==> src/rtl/multicycle_controller.sv <==
// Main FSM of the multicycle MIPS core: sequences FETCH..WB states over the shared datapath.
// Optional BNE support is enabled by defining MULTICYCLE_BNE_EN.
module multicycle_controller #(
   parameter int         CNT_W    = 32,
   parameter logic [5:0] OP_RTYPE = 6'h00,
   parameter logic [5:0] OP_LW    = 6'h23,
   parameter logic [5:0] OP_SW    = 6'h2B,
   parameter logic [5:0] OP_BEQ   = 6'h04,
   parameter logic [5:0] OP_ADDI  = 6'h08,
   parameter logic [5:0] OP_J     = 6'h02
) (
   input  logic             clk,
   input  logic             reset_n,
   input  logic [5:0]       Op,
   input  logic             Zero,
   input  logic             MemReady,
   output logic             IorD,
   output logic             MemWrite,
   output logic             IRWrite,
   output logic             RegDst,
   output logic             MemtoReg,
   output logic             RegWrite,
   output logic             ALUSrcA,
   output logic [1:0]       ALUSrcB,
   output logic [1:0]       ALUOp,
   output logic [1:0]       PCSrc,
   output logic             PCEn,
   output logic             IllegalOp,
   output logic [CNT_W-1:0] InstrCount,
   output logic [3:0]       State
);

   localparam logic [3:0] S_FETCH    = 4'd0;
   localparam logic [3:0] S_DECODE   = 4'd1;
   localparam logic [3:0] S_MEMADR   = 4'd2;
   localparam logic [3:0] S_MEMRD    = 4'd3;
   localparam logic [3:0] S_MEMWB    = 4'd4;
   localparam logic [3:0] S_MEMWR    = 4'd5;
   localparam logic [3:0] S_EXECUTE  = 4'd6;
   localparam logic [3:0] S_ALUWB    = 4'd7;
   localparam logic [3:0] S_BRANCH   = 4'd8;
   localparam logic [3:0] S_ADDIEXEC = 4'd9;
   localparam logic [3:0] S_ADDIWB   = 4'd10;
   localparam logic [3:0] S_JUMP     = 4'd11;
`ifdef MULTICYCLE_BNE_EN
   localparam logic [3:0] S_BNE      = 4'd12;
   localparam logic [5:0] OP_BNE     = 6'h05;
`endif

   logic [3:0]       r_state;
   logic [CNT_W-1:0] r_count;
   logic [3:0]       w_next;
   logic             w_retire;
   logic             w_illegal;
   logic             w_memwrite;
   logic             w_irwrite;
   logic             w_regwrite;
   logic             w_pcen;

   // Next-state selection, retirement and illegal-opcode detection
   always_comb begin
      w_next    = S_FETCH;
      w_retire  = 1'b0;
      w_illegal = 1'b0;
      case (r_state)
         S_FETCH: begin
            if (MemReady) w_next = S_DECODE;
            else          w_next = S_FETCH;
         end
         S_DECODE: begin
            if ((Op == OP_LW) || (Op == OP_SW)) w_next = S_MEMADR;
            else if (Op == OP_RTYPE)            w_next = S_EXECUTE;
            else if (Op == OP_BEQ)              w_next = S_BRANCH;
            else if (Op == OP_ADDI)             w_next = S_ADDIEXEC;
            else if (Op == OP_J)                w_next = S_JUMP;
`ifdef MULTICYCLE_BNE_EN
            else if (Op == OP_BNE)              w_next = S_BNE;
`endif
            else begin
               w_next    = S_FETCH;
               w_illegal = 1'b1;
            end
         end
         S_MEMADR: begin
            if (Op == OP_LW)      w_next = S_MEMRD;
            else if (Op == OP_SW) w_next = S_MEMWR;
            else                  w_next = S_FETCH;
         end
         S_MEMRD: begin
            if (MemReady) w_next = S_MEMWB;
            else          w_next = S_MEMRD;
         end
         S_MEMWB: begin
            w_next   = S_FETCH;
            w_retire = 1'b1;
         end
         // The store strobe stays up until memory accepts it; only then does it retire
         S_MEMWR: begin
            if (MemReady) begin
               w_next   = S_FETCH;
               w_retire = 1'b1;
            end else begin
               w_next   = S_MEMWR;
            end
         end
         S_EXECUTE:  w_next = S_ALUWB;
         S_ALUWB: begin
            w_next   = S_FETCH;
            w_retire = 1'b1;
         end
         S_BRANCH: begin
            w_next   = S_FETCH;
            w_retire = 1'b1;
         end
         S_ADDIEXEC: w_next = S_ADDIWB;
         S_ADDIWB: begin
            w_next   = S_FETCH;
            w_retire = 1'b1;
         end
         S_JUMP: begin
            w_next   = S_FETCH;
            w_retire = 1'b1;
         end
`ifdef MULTICYCLE_BNE_EN
         S_BNE: begin
            w_next   = S_FETCH;
            w_retire = 1'b1;
         end
`endif
         default: w_next = S_FETCH;
      endcase
   end

   // Moore control decode from the current state
   always_comb begin
      IorD       = 1'b0;
      w_memwrite = 1'b0;
      w_irwrite  = 1'b0;
      RegDst     = 1'b0;
      MemtoReg   = 1'b0;
      w_regwrite = 1'b0;
      ALUSrcA    = 1'b0;
      ALUSrcB    = 2'b00;
      ALUOp      = 2'b00;
      PCSrc      = 2'b00;
      w_pcen     = 1'b0;
      case (r_state)
         S_FETCH: begin
            ALUSrcB   = 2'b01;
            w_irwrite = MemReady;
            w_pcen    = MemReady;
         end
         S_DECODE: ALUSrcB = 2'b11;
         S_MEMADR: begin
            ALUSrcA = 1'b1;
            ALUSrcB = 2'b10;
         end
         S_MEMRD: IorD = 1'b1;
         S_MEMWB: begin
            MemtoReg   = 1'b1;
            w_regwrite = 1'b1;
         end
         S_MEMWR: begin
            IorD       = 1'b1;
            w_memwrite = 1'b1;
         end
         S_EXECUTE: begin
            ALUSrcA = 1'b1;
            ALUOp   = 2'b10;
         end
         S_ALUWB: begin
            RegDst     = 1'b1;
            w_regwrite = 1'b1;
         end
         S_BRANCH: begin
            ALUSrcA = 1'b1;
            ALUOp   = 2'b01;
            PCSrc   = 2'b01;
            w_pcen  = Zero;
         end
         S_ADDIEXEC: begin
            ALUSrcA = 1'b1;
            ALUSrcB = 2'b10;
         end
         S_ADDIWB: w_regwrite = 1'b1;
         S_JUMP: begin
            PCSrc  = 2'b10;
            w_pcen = 1'b1;
         end
`ifdef MULTICYCLE_BNE_EN
         S_BNE: begin
            ALUSrcA = 1'b1;
            ALUOp   = 2'b01;
            PCSrc   = 2'b01;
            w_pcen  = ~Zero;
         end
`endif
         default: ALUSrcB = 2'b00;
      endcase
   end

   // Enables are forced low for the whole time reset is asserted, not just after the next edge
   assign MemWrite   = w_memwrite & reset_n;
   assign IRWrite    = w_irwrite  & reset_n;
   assign RegWrite   = w_regwrite & reset_n;
   assign PCEn       = w_pcen     & reset_n;
   assign IllegalOp  = w_illegal  & reset_n;
   assign State      = r_state;
   assign InstrCount = r_count;

   // State register and retired-instruction counter
   always_ff @(posedge clk or negedge reset_n) begin
      if (!reset_n) begin
         r_state <= S_FETCH;
         r_count <= {CNT_W{1'b0}};
      end else begin
         r_state <= w_next;
         if (w_retire) r_count <= r_count + {{(CNT_W-1){1'b0}}, 1'b1};
      end
   end

endmodule
==> config.mk <==
export PLATFORM = sky130hd
export DESIGN_NAME = multicycle_controller
export DESIGN_NICKNAME = d
export VERILOG_FILES = /design/src/rtl/multicycle_controller.sv
export SDC_FILE = /design/constraint.sdc
export NUM_CORES = 1
export LEC_CHECK = 0
export CORE_ASPECT_RATIO = 1.4
export CORE_MARGIN = 2
export CORE_UTILIZATION = 30
export CTS_CLUSTER_SIZE = 10
export DETAILED_ROUTE_END_ITERATION = 8
export SETUP_SLACK_MARGIN = 0.5
export SLEW_MARGIN = 20
export SYNTH_ARGS = -nofsm -noshare
export SYNTH_HDL_FRONTEND = slang
export SYNTH_SLANG_ARGS = --single-unit
==> constraint.sdc <==
create_clock -name clk -period 4.15 [get_ports clk]
set_clock_uncertainty 0.2 [all_clocks]
set_input_delay 0.83 -clock clk [delete_from_list [all_inputs] [get_ports clk]]
set_output_delay 0.83 -clock clk [all_outputs]
set_load 0.005 [all_outputs]
==> flow_summary.toml <==
[outcome]
status = "complete, no violations"

[floorplan]
die_h_um = 104
num_io_pins = 61
rows = 36
die-area_um2 = 7820
core_um2 = 6940
die_w_um = 75.3
start_util_pct = 30.8

[clock_tree]
clockRootBuffer = "clkbuf_8"
clkTransAtPathRegs_ns = 0.07
numClockSinks = 36
cts_buffer_depth = 2
cts_hold_buffers = 0
htree_levels = 2
cts_tree = "yes"
clk_latency_ns = 0.29
cts-buffers-inserted = 5

[finish]
areaGrowthSynthToFinish_pct = 36.5
insertedDiodeCount = 0
finalNetCount = 291
layoutNonFillerInstCount = 376
layout-drive-gt1-share_pct = 11.7
fin_util_pct = 42.0

[sta]
hold_viol = 0
setup_slack_ns = 0.693
min_period_ns = 3.46
rsz0062_at_grt = "false"
finalSetupViolCount = 0
slew_violations = 0
period_share_pct = 83.3
tns_ns = 0
fmax_ghz = 0.289
max_slew_margin_pct = 46.2
worst_slew_pin_slew_ns = 0.805

[global_route]
grt_overflow = 0
grt_pass1_wl_um = 8590
grt_use_total_pct = 13.9
grt_pass1_vias = 1809
grt_max_degree = 37
antenna_found_initial = 0

[drt]
routed_wl_um = 5050
vias = 1835
routedWlPerCell_um = 13.4
dr.pass1.iters = 4
viasPerCell = 4.88
drc = 0
drt_iter0_markers = 92
detail-route-antenna-nets = 0

[power_and_ir_drop]
leakage_uw = 0.00123
power_density_nw_per_um2 = 281
total_power_uw = 818
ir_drop_mv = 0.137

[worst_setup_path]
path_cells = "clkdlybuf4s50_1, mux2i_1, o31ai_1, and3_1, clkdlybuf4s50_1"
worst_path_max_delay_cell = "clkdlybuf4s50_1"
crit_type = "in2out"
cp.buffers_inverters = 2
r2r_end = "InstrCount[16]"
worstReg2RegStart = "State[1]"
crit_path_max_incr_delay_ns = 0.62
arrival_ns = 2.43
crit_family = "buffers and inverters"
crit_path_start = "MemReady"
path_depth = 5
critPathCapture = "PCEn"
reg2reg_slack_ns = 1.51
crit_path_start_kind = "input port"
reg2regPathDepth = 5
worstPathRequired_ns = 3.12
cp_max_fo = 8
worst_setup_path_end_kind = "output pin"
crit_top_cell = "clkdlybuf4s50_1"

[placed_design]
gp_congestion = 0.831
post-dp-hpwl_um = 3600
dp_cells = 366
place_ws_ns = 0.270
io_buffers = 60

[synthesis]
yosysWarnings = 0
ys_seq_elements = 36
syn_avg_cell_area_um2 = 9.66
synth_flop_cell = "dfrtp_1"
synth_top_area_share_pct = 42.2
yosysTopAreaCell = "dfrtp_1"
synthTopCellsByArea = "dfrtp_1 (42%), xor2_1 (9.0%), xnor2_1 (4.9%), nand2_1 (3.9%), nor3_1 (3.8%)"
synth_edf_count = 0
synth_area_um2 = 2130
seq_area_frac_synth_pct = 42.2
async_flop_share_pct = 100
synth_cell_types = 42
syn_nets = 232
postSynthCellCount = 221

[min_path]
hold_class = "reg2reg"

[job]
max_cap_viol_count = 0
==> power by group <==
part | switching [uW] | internal [uW]
Clock | 124 | 135
Sequential | 39.9 | 369
Combinational | 62.3 | 87.2
==> synth_stat cells, types with 6 or more instances <==
cell type,number
nand2_1,22
nand3_1,12
inv_1,10
dfrtp_1,36
xnor2_1,12
xor2_1,22
nor3_1,16
nor3_2,6
nor2_1,16
==> layout make-up <==
type / instances / area [um^2]
Clock buffer: 8 / 90.1
Timing Repair Buffer: 63 / 617
Inverter: 10 / 37.5
Tap cell: 95 / 119
Multi-Input combinational cell: 164 / 1150
Fill cell: 721 / 4020
Sequential cell: 36 / 901
==> layer usage <==
metal,share of wire [%],global-route usage (%)
met2,49,22.2
met3,5.7,3.21
met1,43,17.8
met4,2.0,5.51
met5,0,0
==> flip-flops by register name (all words and copies together), names as in the netlist <==
signal	flops
State	4
InstrCount	32
==> placed cells by master, fill, tap and decap left out, drive strengths merged, types with 2 or more instances in the layout <==
master / netlist / final
nor2b: 2 / 2
nor3: 23 / 23
nand4: 8 / 8
nand2: 22 / 22
xor2: 22 / 22
xnor2: 12 / 12
o211ai: 2 / 2
nor4: 11 / 11
buf: 6 / 4
clkbuf: 5 / 8
clkdlybuf4s50: 0 / 54
o31ai: 2 / 2
nor2: 16 / 16
or3: 2 / 2
dlygate4sd2: 0 / 3
o22ai: 2 / 2
dfrtp: 36 / 36
mux2: 2 / 2
mux2i: 2 / 2
nand3: 12 / 12
o21ai: 4 / 4
nor3b: 2 / 2
inv: 10 / 10
a21oi: 5 / 5
nand2b: 5 / 5
==> cell families (layout without fill, tap and decap cells) <==
kind of cell	Yosys count	count (layout)	synth area share [%]
and+or+nand+nor	106	106	30.5
DFF	36	36	42.2
xor gates and xnor gates	34	34	14.0
buffers and inverters	21	81	4.40
AOI/OAI and AO/OA	19	19	6.33
muxes	4	4	1.99
adders and majority gates	1	1	0.586
==> worst reg2reg max path, delay by kind of cell (launching register included) <==
kind / cells / cell delay, ns
DFF: 1 / 0.75
and+or+nand+nor: 3 / 1.18
AOI/OAI and AO/OA: 1 / 0.25
xor gates and xnor gates: 1 / 0.18
==> metrics by stage <==
stage / hold WS [ns] / cell area, um^2
final: 0.263 / 2910
after global routing: 0.300 / 2910
after CTS: 0.270 / 2900
after detailed placement: 0.259 / 2800
after global placement: 0.255 / 2800
after floorplan: 0.265 / 2130
==> timing repair <==
| action | in CTS | in global routing |
|---|---|---|
| setup buffers | 1 | 1 |
| endpoints found under the setup margin | 1 | 1 |
| pin swaps | 0 | 0 |
| resized for setup | 5 | 3 |
==> how the worst min path moves through the flow <==
| stage | startpoint | endpoint | cells past startpoint |
|---|---|---|---|
| 3_3_place_gp | InstrCount[31] | InstrCount[31] | 1 |
| 3_5_place_dp | InstrCount[31] | InstrCount[31] | 1 |
| 2_1_floorplan | InstrCount[31] | InstrCount[31] | 1 |
| 4_1_cts | InstrCount[31] | InstrCount[31] | 1 |
| 6_report | InstrCount[31] | InstrCount[31] | 1 |
| 5_1_grt | InstrCount[31] | InstrCount[31] | 1 |
(Power assumes the default switching activity.)
